==> src/rtl/uart_rx_ctrl.sv <==
// uart_rx_ctrl: receive control for the UART RX path. Synchronizes the line,
// detects the start edge, steps the bit timers through one packet and strobes
// the receive buffer. Optional RX_TIMEOUT_EN adds a RECV-state watchdog.
module uart_rx_ctrl #(
  parameter int SYNC_STAGES    = 2,
  parameter int TIMEOUT_CYCLES = 1000
) (
  input  logic clk,
  input  logic rst,
  input  logic serial_in,
  input  logic packet_done,
  input  logic stop_bit,
  output logic timer_clear,
  output logic timer_enable,
  output logic sbc_enable,
  output logic load_buffer,
  output logic framing_error,
  output logic rx_busy
);

  typedef enum logic [2:0] {
    IDLE    = 3'd0,
    CLEAR   = 3'd1,
    RECV    = 3'd2,
    STOPCHK = 3'd3,
    LOAD    = 3'd4
  } state_t;

  state_t                 state;
  logic [SYNC_STAGES-1:0] sync_q;
  logic                   line_prev;
  logic                   line_sync;
  logic                   start_det;

  assign line_sync = sync_q[SYNC_STAGES-1];
  // A 1->0 transition of the synchronized line; only acted on in IDLE.
  assign start_det = line_prev & ~line_sync;

  // Line synchronizer plus edge history; all flops reset to the idle-high level
  // so leaving reset can never look like a start edge.
  always_ff @(posedge clk or posedge rst) begin
    if (rst) begin
      sync_q    <= '1;
      line_prev <= 1'b1;
    end else begin
      sync_q    <= {sync_q[SYNC_STAGES-2:0], serial_in};
      line_prev <= line_sync;
    end
  end

`ifdef RX_TIMEOUT_EN
  localparam int WD_W = $clog2(TIMEOUT_CYCLES + 1);
  localparam logic [WD_W-1:0] WD_LAST = WD_W'(TIMEOUT_CYCLES - 1);
  logic [WD_W-1:0] wd_cnt;
`endif

  // Packet sequencer; outputs are registered alongside the state so each one
  // is a pure decode of the state being entered.
  always_ff @(posedge clk or posedge rst) begin
    if (rst) begin
      state         <= IDLE;
      timer_clear   <= 1'b0;
      timer_enable  <= 1'b0;
      sbc_enable    <= 1'b0;
      load_buffer   <= 1'b0;
      framing_error <= 1'b0;
      rx_busy       <= 1'b0;
`ifdef RX_TIMEOUT_EN
      wd_cnt        <= '0;
`endif
    end else begin
      timer_clear  <= 1'b0;
      timer_enable <= 1'b0;
      sbc_enable   <= 1'b0;
      load_buffer  <= 1'b0;
      rx_busy      <= 1'b1;
      case (state)
        IDLE: begin
          if (start_det) begin
            state         <= CLEAR;
            timer_clear   <= 1'b1;
            framing_error <= 1'b0;
          end else begin
            rx_busy <= 1'b0;
          end
        end
        CLEAR: begin
          state        <= RECV;
          timer_enable <= 1'b1;
`ifdef RX_TIMEOUT_EN
          wd_cnt       <= '0;
`endif
        end
        RECV: begin
          // packet_done wins over a watchdog expiry in the same cycle.
          if (packet_done) begin
            state      <= STOPCHK;
            sbc_enable <= 1'b1;
`ifdef RX_TIMEOUT_EN
          end else if (wd_cnt == WD_LAST) begin
            state         <= IDLE;
            framing_error <= 1'b1;
            rx_busy       <= 1'b0;
`endif
          end else begin
            timer_enable <= 1'b1;
`ifdef RX_TIMEOUT_EN
            wd_cnt       <= wd_cnt + 1'b1;
`endif
          end
        end
        STOPCHK: begin
          if (!stop_bit) begin
            state         <= IDLE;
            framing_error <= 1'b1;
            rx_busy       <= 1'b0;
          end else begin
            state       <= LOAD;
            load_buffer <= 1'b1;
          end
        end
        LOAD: begin
          state   <= IDLE;
          rx_busy <= 1'b0;
        end
        default: begin
          state   <= IDLE;
          rx_busy <= 1'b0;
        end
      endcase
    end
  end

endmodule

==> config.mk <==
export PLATFORM = sky130hd
export DESIGN_NAME = uart_rx_ctrl
export DESIGN_NICKNAME = d
export VERILOG_FILES = /design/src/rtl/uart_rx_ctrl.sv
export SDC_FILE = /design/constraint.sdc
export NUM_CORES = 1
export LEC_CHECK = 0
export ABC_AREA = 1
export BUFFER_PORTS_ARGS = -buffer_cell sky130_fd_sc_hd__clkbuf_2
export CORE_AREA = 8 8 45 47
export CTS_CLUSTER_DIAMETER = 30
export CTS_CLUSTER_SIZE = 20
export DETAILED_ROUTE_END_ITERATION = 8
export DIE_AREA = 0 0 53 55
export HOLD_SLACK_MARGIN = 0.03
export SLEW_MARGIN = 10
export SYNTH_ARGS = -nofsm -noshare
export SYNTH_HDL_FRONTEND = slang
export SYNTH_SLANG_ARGS = --single-unit
==> constraint.sdc <==
create_clock -name clk -period 1.25 [get_ports clk]
set_input_delay 0.1875 -clock clk [delete_from_list [all_inputs] [get_ports clk]]
set_output_delay 0.1875 -clock clk [all_outputs]
set_load 0.02 [all_outputs]
### Yosys cells after proc, flatten, opt, wreduce, memory -nomap -nowiden

Index checks and enable logic that the tools add are counted.

* bits in registers: 12
* output and inout bits: 6
* word-level logic and storage cells: 38

* equality and inequality tests: 6
* mux-type cells: 16
* bitwise operators: 2
* reduce and logical (&&, ||, !) cells: 5

Operators with widths (number)
* one-hot mux 3 bit (4 select lines): 1
* 2-to-1 mux 1 bit: 9
* 2-to-1 mux 3 bit: 3
* equality test 3 x 2 -> 1 bit (second input constant): 2
* != test 2 bit (second input constant): 3
* one-hot mux 1 bit (2 select lines): 2
* equality test 3 x 1 -> 1 bit (second input constant): 1
* logical NOT 3 bit: 1
* one-hot mux 1 bit (3 select lines): 1
* AND reduction 3 bit: 1
* AND reduction 2 bit: 1
* nonzero test 2 bit: 1
* OR reduction 2 bit: 1
* AND 1 bit: 1
* NOT 1 bit: 1

### Longest topological paths before layout

Gate-level depths: netlist (run 1).

* depth after elaboration: 4
* gate-level depth with buffers: 5

### Least setup slack after synthesis (run 1)

No wires, ideal clock.

* kind: register -> register
* from: register line_prev
* to: register framing_error
* setup time: 0.117 ns
* arrival: 0.806 ns
* setup slack: 0.327 ns
* cell stages (with the launch flop): 6
* buffers on the path: 0
* clock period less this slack: 0.923 ns
* path through: dfstp_2 -> inv_1 -> nor2_1 -> nand3_1 -> nand2_1 -> nand2_1

* word-level cells in the longest chain between the ends: 3

Ends and longest elaborated chain
* start, declared: line 31 `logic line_prev;`
* start signal, assigned: line 47 `line_prev <= line_sync;`
* AND 1 bit: line 37 `assign start_det = line_prev & ~line_sync;`
* != test 2 bit (no source line)
* AND reduction 3 bit (no source line)
* end signal, assigned: line 66 `framing_error <= 1'b0;`
* end signal, assigned: line 82 `framing_error <= 1'b0;`
* end signal, assigned: line 115 `framing_error <= 1'b1;`
* end, declared: line 17 `output logic framing_error,`

Every way passes these cells.
A chain may end at the register's enable or synchronous reset.

### Final worst setup path (run 1)

Ends and elaborated chain as after synthesis.

==> results.yml, run 1 <==
detailed_routing:
  first_pass_iters: 2
  drt-total-wl_um: 701
  drcViolationCount: 0
  viasPerCell: 4.01
  post_drt_wl_per_cell_um: 10.3
  ant_nets: 0
  drt_first_iter_violations: 7
  num_vias: 273
layout:
  areaGrowthSynthToFinish_pct: 30.4
  antennaDiodeCount: 0
  drive_gt1_share_pct: 38.5
  fillers: 149
  regArea_um2: 304
  final_cells: 68
  nNetsFinal: 58
  multi_input_area_um2: 73.8
timing:
  tightest_slew_ps: 426
  clock_skew_ps: 6.52
  period_share_pct: 81.8
  maxSlewHeadroom_pct: 71.6
  hold_viol: 0
  rsz0062_at_grt: "no"
  setup_viol: 0
  fmax_ghz: 0.978
  slew_viol_final: 0
  period_minus_slack_ps: 1020
  fin_setup_tns_ps: 0
pwr:
  pwr-share-comb_pct: 28.3
  p_int_mw: 0.785
  seqPwrFrac_pct: 46.7
  switching_share_pct: 33.5
  power_density_nw_per_um2: 2180
  ir_drop_mv: 0.541
  clockPowerShare_pct: 25.0
  p_switching_mw: 0.396
  p_leak_nw: 0.312
hold_path:
  min_path_cells: 2
  holdCritStartpoint: "packet_done"
  holdPathEnd: "timer_enable"
  hp-class: "input pin to flop"
place:
  portBuffers: 10
  hpwl_um: 559
  gp_congestion: 0.754
  dp.cells: 62
grt:
  first_global_vias: 282
  gr-total-overflow: 0
  use_met3_pct: 1.87
  grt_pass1_wl_um: 1180
  antenna_found_initial: 0
  grt_util_met2_pct: 8.59
  grt-busiest-layer: "met2"
  track_usage_pct: 5.68
  grt_max_degree: 13
  grtUsageMet1_pct: 6.25
synth:
  synthXorXnorAreaFrac_pct: 0
  yosysUniqueCellTypes: 11
  synth_nets: 41
  synth_fa_ha_area_share_pct: 0
  synth_most_common_cell: "inv_1"
  synth_top_area_share_pct: 54.2
  ys_warn_count: 0
  synth_area_um2: 415
  synth_seq_cells: 12
  synth_area_per_cell_um2: 11.5
  synth-compound-area-share_pct: 2.41
  synth_common_cells: "10 x inv_1, 9 x dfrtp_1, 3 x dfstp_2, 3 x nand2_1"
  muxShareOfSynthArea_pct: 0
  synthSimpleGateAreaFrac_pct: 15.4
  synth_top_cell_by_area: "dfrtp_1"
  yosysSeqAreaShare_pct: 73.2
  yosys-top-cells-area: "dfrtp_1 54%, dfstp_2 19%, inv_1 9.0%, nand4_1 3.0%, nand2_1 2.7%"
  synth-main-ff-cell: "dfrtp_1"
  synth_edf_count: 0
  synth_top_family_by_area: "simple AND/OR/NAND/NOR gates"
  async_flop_share_pct: 100
  synthCells: 36
worst_setup_path:
  rr_worst_depth: 5
  r2r-start: "line_prev"
  crit_type: "flop to flop"
  arrival_ps: 1170
  cp-end-kind: "flop"
  worst_setup_path_start_kind: "flop"
  cp.required_ps: 1400
  rrSetupSlack_ps: 230
  worstPathMaxFanout: 4
  r2r_end: "framing_error"
die:
  start_util_pct: 30.0
  die-area_um2: 2920
  core.rowCount: 14
  core_um2: 1380
  die_h_um: 55
  dieWidth_um: 53
  io_pins: 11
run:
  drv_cap: 0
cts:
  clockBufferDepth: 2
  clk_latency_ps: 260
  cts_tree: "yes"
  tritoncts.num_buffers: 3
  clk_pin_slew_ps: 80
  cts-root-buf: "clkbuf_4"
  htreeDepth: 1
  cts_sinks: 12
run_status:
  outcome: "finished, final reports clean"
==> state kept, by name, summed over array words and instances (netlist names) <==
name	flops
framing_error	1
line_prev	1
load_buffer	1
rx_busy	1
sbc_enable	1
state	3
sync_q	2
timer_clear	1
timer_enable	1
==> worst max-delay path by stage <==
| stage | slack, ps | end | startpoint | cells after the start |
|---|---|---|---|---|
| 2_1_floorplan | 330 | framing_error | line_prev | 5 |
| 3_3_place_gp | 280 | framing_error | line_prev | 5 |
| 3_5_place_dp | 250 | framing_error | line_prev | 5 |
| 4_1_cts | 230 | framing_error | line_prev | 5 |
| 5_1_grt | 190 | framing_error | line_prev | 5 |
| 6_report | 230 | framing_error | line_prev | 5 |
==> through the flow <==
step / utilization, % / area (um2) / setup slack (ps) / power [mW] / hold slack [ps]
6_report: 39.2 / 542 / 227 / 1.18 / 134
5_1_grt: 39.2 / 542 / 192 / 1.27 / 145
4_1_cts: 39.2 / 542 / 234 / 1.20 / 141
3_5_place_dp: 35.1 / 485 / 247 / 0.898 / 188
3_3_place_gp: 35.1 / 485 / 281 / 0.896 / 188
2_1_floorplan: - / 415 / 327 / 0.783 / 50.1
==> cell families after synthesis <==
family,count (synthesis)
DFF,12
and+or+nand+nor,12
buffers and inverters,10
AOI/OAI and AO/OA,2
==> power by group through the flow <==
| stage | Clock (mW) | Combinational (mW) | Sequential, mW |
|---|---|---|---|
| 2_1_floorplan | 0 | 0.147 | 0.637 |
| 3_3_place_gp | 0 | 0.337 | 0.559 |
| 3_5_place_dp | 0 | 0.338 | 0.560 |
| 4_1_cts | 0.303 | 0.343 | 0.552 |
| 5_1_grt | 0.328 | 0.378 | 0.566 |
| 6_report | 0.296 | 0.334 | 0.551 |
==> routing by layer <==
layer  vias to the layer above  routed length, um
met1                       124                299
met2                         7                325
met4                         0                 23
met3                         2                 52
li1                        140                  -
met5                         -                  0
==> cells in the final DEF, fill, tap and decap left out, drive strengths merged <==
cell / n
o21ai: 2
dfrtp: 9
nand2: 4
inv: 10
dlygate4sd3: 2
clkbuf: 14
nor2: 3
dfstp: 3
nand3: 3
nand4: 2
==> layout make-up <==
| type | instances | area share (%) |
|---|---|---|
| multi-input combinational | 14 | 13.6 |
| inverter | 10 | 6.93 |
| clock buffer | 4 | 6.70 |
| timing repair buffer | 12 | 12.9 |
| sequential | 12 | 56.1 |
| tap | 16 | 3.70 |
==> worst max-delay path, stage by stage, from the launching register on <==
cell and delay, ps:
dfstp_2 520, inv_1 30, nor2_1 70, nand3_1 150, nand2_1 90, nand2_1 50
==> repair_timing <==
item,4_1_cts,5_1_grt
hold buffers,2,0
gates resized for setup,0,0
setup buffers,0,0
endpoints found under the hold margin,10,0
(Power assumes the default switching activity.)
==> run 2, diff against run 1 <==
ABC_AREA = 0   (was 1)
clock period = 0.9 ns   (was 1.25 ns; I/O delays follow)
==> results.yml, run 2 <==
timing:
  setup_viol: 13
  tightest_slew_ps: 432
  slew_viol_final: 0
  hold_viol: 0
  fin_setup_tns_ps: -569
  clock_skew_ps: 12.2
  setup_slack_ps: -115
  fmax_ghz: 0.986
  rsz0062_at_grt: "yes"
  period_minus_slack_ps: 1010
  maxSlewHeadroom_pct: 71.2
  period_share_pct: 113
worst_setup_path:
  worst_setup_path_start_kind: "flop"
  crit_type: "flop to flop"
  cp.required_ps: 1100
  worstPathMaxFanout: 6
  arrival_ps: 1220
  cp-end-kind: "flop"
grt:
  gr-total-overflow: 0
  antenna_found_initial: 0
  grt_pass1_wl_um: 1550
  first_global_vias: 355
  grt_max_degree: 13
  track_usage_pct: 7.34
layout:
  top_regs: "state x3, sync_q x2"
  final_cells: 74
  fin_util_pct: 51.3
  largest_reg_flops: 3
  areaGrowthSynthToFinish_pct: 52.0
  drive_gt1_share_pct: 55.2
  layout_common_cells: "7 x dfrtp_1, 7 x buf_6, 5 x clkbuf_2, 5 x buf_4"
  fin_area_um2: 709
  nNetsFinal: 64
  fillers: 124
  antennaDiodeCount: 0
  regMostFlops: "state"
synth:
  synth_edf_count: 0
  synth_seq_cells: 12
  synth_top_area_share_pct: 48.3
  synth_nets: 41
  synth_top_cell_by_area: "dfrtp_1"
  ys_warn_count: 0
  synthCells: 36
  synth-main-ff-cell: "dfrtp_1"
  yosysUniqueCellTypes: 20
  async_flop_share_pct: 100
  synth_area_um2: 467
  synth_most_common_cell: "dfrtp_1"
  yosysSeqAreaShare_pct: 65.1
  synth_common_cells: "9 x dfrtp_1, 3 x dfstp_2, 3 x inv_1"
  yosys-top-cells-area: "dfrtp_1 48%, dfstp_2 17%, and4b_1 4.3%, nor4b_2 3.2%, nand2b_1 2.7%"
  synth_area_per_cell_um2: 13.0
pwr:
  p_leak_nw: 0.333
  power_density_nw_per_um2: 2940
  ir_drop_mv: 1.12
  finalPower_mw: 2.09
cts:
  htreeDepth: 1
  tritoncts.num_buffers: 3
  clk_latency_ps: 270
  clockBufferDepth: 2
  cts-root-buf: "clkbuf_4"
  cts_tree: "yes"
  cts_sinks: 12
  clk_pin_slew_ps: 70
die:
  io_pins: 11
  die-area_um2: 2920
  core_um2: 1380
  die_h_um: 55
  dieWidth_um: 53
  core.rowCount: 14
  start_util_pct: 33.7
place:
  dp.cells: 65
  portBuffers: 10
  hpwl_um: 653
  gp_congestion: 0.750
  placed_cell_area_um2: 562
run_status:
  outcome: "complete, but fails checks"
  failed_checks: "setup timing"
detailed_routing:
  drt_first_iter_violations: 5
  num_vias: 344
  viasPerCell: 4.65
  post_drt_wl_per_cell_um: 12.5
  first_pass_iters: 4
  ant_nets: 0
  drt-total-wl_um: 922
  drcViolationCount: 0
hold_path:
  hp-class: "input pin to flop"
run:
  drv_cap: 0
## run 2: cell count changes after synthesis, sizes merged, moves of 2 or more
| cell | delta |
|---|---|
| nand2b | +2 |
| nand2 | -2 |
| o21ai | -2 |
| a21oi | +2 |
| nand4 | -2 |
| inv | -7 |
| and4b | +2 |
| nand3 | -3 |
## run 2: worst max-delay path, stage by stage, from the launching register on
cell,delay [ps]
dfrtp_2,440
buf_6,130
or2b_1,250
a21oi_2,140
## run 2: path summary, 6_finish.rpt
path                              from            to  slack [ps]  depth (start not counted)
setup / recovery              state[0]  timer_enable        -110                          3
hold / removal             packet_done  timer_enable         140                          3
setup reg to reg              state[0]  timer_enable        -110                          3
hold reg to reg              sync_q[0]     sync_q[1]         360                          0
max in group asynchronous          rst     line_prev         170                          3
min in group asynchronous          rst   load_buffer         390                          3
## run 2: where the power goes
| group | internal (mW) | total (mW) | switching (mW) |
|---|---|---|---|
| clock network | 0.171 | 0.329 | 0.158 |
| registers | 0.694 | 0.814 | 0.120 |
| logic | 0.504 | 0.943 | 0.439 |
| total | 1.37 | 2.09 | 0.716 |
## run 2: layer usage
layer	vias to the layer above	global-route usage, %	share of wire, %
li1	168	-	-
met1	162	7.81	40
met2	14	10.9	48
met3	0	5.61	12
met4	0	2.59	0
met5	-	0	0
## run 2: repair_timing
item                                    4_1_cts  5_1_grt
hold buffers                                  2        0
endpoints found under the hold margin        10        0
resized for setup                             6       21
buffers inserted                              2        1
endpoints found under the setup margin       14       15
pin swaps                                     1        2
## run 2: per-stage QoR
stage / hold slack [ps] / setup slack [ps]
floorplan: -2.45 / -70.4
global placement: 137 / -130
detailed placement: 139 / -136
CTS: 110 / -109
global route: 137 / -156
finish: 139 / -115
## run 2: area by class of cell
class | instances | area (um2) | share of cell area, %
multi-input cells | 20 | 184 | 25.9
well taps | 16 | 20.0 | 2.82
clock buffers | 4 | 26.3 | 3.70
inverters | 3 | 11.3 | 1.59
flip-flops and latches | 12 | 307 | 43.2
repair buffers | 19 | 161 | 22.8
## run 2: cell families after synthesis
kind of cell | Yosys count | share of synthesized area, %
compound gates | 5 | 8.31
buf+inv | 4 | 3.48
flops | 12 | 65.1
simple gates | 15 | 23.1
==> run 3, diff against run 2 <==
==> constraint.sdc (replaced) <==
create_clock -name clk -period 0.9 [get_ports clk]
set_input_delay 0.135 -clock clk [delete_from_list [all_inputs] [get_ports clk]]
set_output_delay 0.135 -clock clk [all_outputs]
set_load 0.1 [all_outputs]
==> results.yml, run 3 (synthesis results as in run 2) <==
run_status:
  outcome: "complete, but fails checks"
  failed_checks: "setup timing"
grt:
  gr-total-overflow: 0
  grt-busiest-layer: "met2"
  grt_pass1_wl_um: 1570
  first_global_vias: 364
  grt_max_degree: 13
  track_usage_pct: 7.80
  use_met3_pct: 2.67
  grtUsageMet1_pct: 7.56
  antenna_found_initial: 0
  grt_util_met2_pct: 12.7
die:
  start_util_pct: 33.7
  io_pins: 11
  core.rowCount: 14
  die_h_um: 55
  core_um2: 1380
  dieWidth_um: 53
  die-area_um2: 2920
cts:
  clk_pin_slew_ps: 80
  htreeDepth: 1
  clk_latency_ps: 270
  cts-root-buf: "clkbuf_4"
  tritoncts.num_buffers: 3
  cts_sinks: 12
  cts_tree: "yes"
  clockBufferDepth: 2
detailed_routing:
  drt_first_iter_violations: 10
  viasPerCell: 4.74
  ant_nets: 0
  drcViolationCount: 0
  num_vias: 351
  first_pass_iters: 4
  drt-total-wl_um: 1020
  post_drt_wl_per_cell_um: 13.8
layout:
  top_regs: "state x3, sync_q x2"
  fin_util_pct: 57.1
  layout_common_cells: "7 x dfrtp_2, 6 x buf_12, 4 x clkbuf_2, 4 x buf_4"
  areaGrowthSynthToFinish_pct: 69.2
  antennaDiodeCount: 0
  layout.cells.most_common: "dfrtp_2"
  drive_gt1_share_pct: 67.2
  largest_reg_flops: 3
  final_cells: 74
  nNetsFinal: 64
  regMostFlops: "state"
place:
  dp.cells: 65
  gp_congestion: 0.753
  portBuffers: 10
  post-place-ws_ps: -138
  hpwl_um: 628
timing:
  clock_skew_ps: 2.39
  fmax_ghz: 0.966
  slew_viol_final: 0
  hold_viol: 0
  fin_setup_tns_ps: -1190
  tightest_slew_ps: 424
  rsz0062_at_grt: "yes"
  maxSlewHeadroom_pct: 71.7
  setup_slack_ps: -135
  whs_ps: 127
  period_share_pct: 115
  setup_viol: 15
  period_minus_slack_ps: 1040
run:
  drv_cap: 0
hold_path:
  holdPathEnd: "timer_enable"
  hp-class: "input pin to flop"
  holdCritStartpoint: "packet_done"
  min_path_cells: 3
worst_setup_path:
  crit_type: "flop to flop"
  arrival_ps: 1240
  r2r_end: "timer_enable"
  cp-end-kind: "flop"
  rr_worst_depth: 2
  worstPathMaxFanout: 6
  worst_setup_path_start_kind: "flop"
  rrSetupSlack_ps: -140
  r2r-start: "state[0]"
  cp.required_ps: 1110
pwr:
  p_leak_nw: 0.353
  power_density_nw_per_um2: 3830
  ir_drop_mv: 1.80
==> run 3: cell count changes in the layout (fill, tap and decap cells not counted), sizes merged <==
| cell | delta |
|---|---|
| buf | +1 |
| clkbuf | -1 |
==> run 3: cell type report <==
class,count,area [um2]
flip-flops and latches,12,313
inverters,3,11.3
fillers,113,594
repair buffers,19,224
clock buffers,4,36.3
well taps,16,20.0
multi-input cells,20,185
==> run 3: how the worst max path moves through the flow <==
stage | from | endpoint
3_5_place_dp | state[0] | timer_enable
5_1_grt | state[0] | state[1]
2_1_floorplan | framing_error | framing_error
4_1_cts | framing_error | framing_error
3_3_place_gp | state[0] | timer_enable
6_report | state[0] | timer_enable
==> run 3: through the flow <==
stage / cell area, um2 / power [mW]
floorplan: 483 / 1.80
global placement: 662 / 2.36
detailed placement: 662 / 2.37
CTS: 773 / 2.96
global route: 790 / 3.14
finish: 790 / 3.02
==> run 3: repair_timing <==
action | CTS | global route
hold endpoints to repair | 10 | 0
hold buffers | 2 | 0
buffers inserted | 2 | 1
pin swaps | 2 | 2
setup endpoints to repair | 14 | 15
resized for setup | 10 | 2
==> run 3: critical path, cell delays in order, from the launching register on <==
cell and delay [ps]:
dfrtp_2 470, or3b_1 380, a21oi_2 120
==> run 3: where the power goes <==
part | total (mW) | internal (mW) | switching, mW
combinational | 1.71 | 0.737 | 0.969
clock | 0.429 | 0.246 | 0.183
sequential | 0.886 | 0.709 | 0.177
==> run 3: routing by layer <==
metal | up-vias | share of wire (%)
met3 | 5 | 8.0
met1 | 165 | 37
met5 | - | 0
li1 | 168 | -
met4 | 0 | 3.3
met2 | 13 | 52
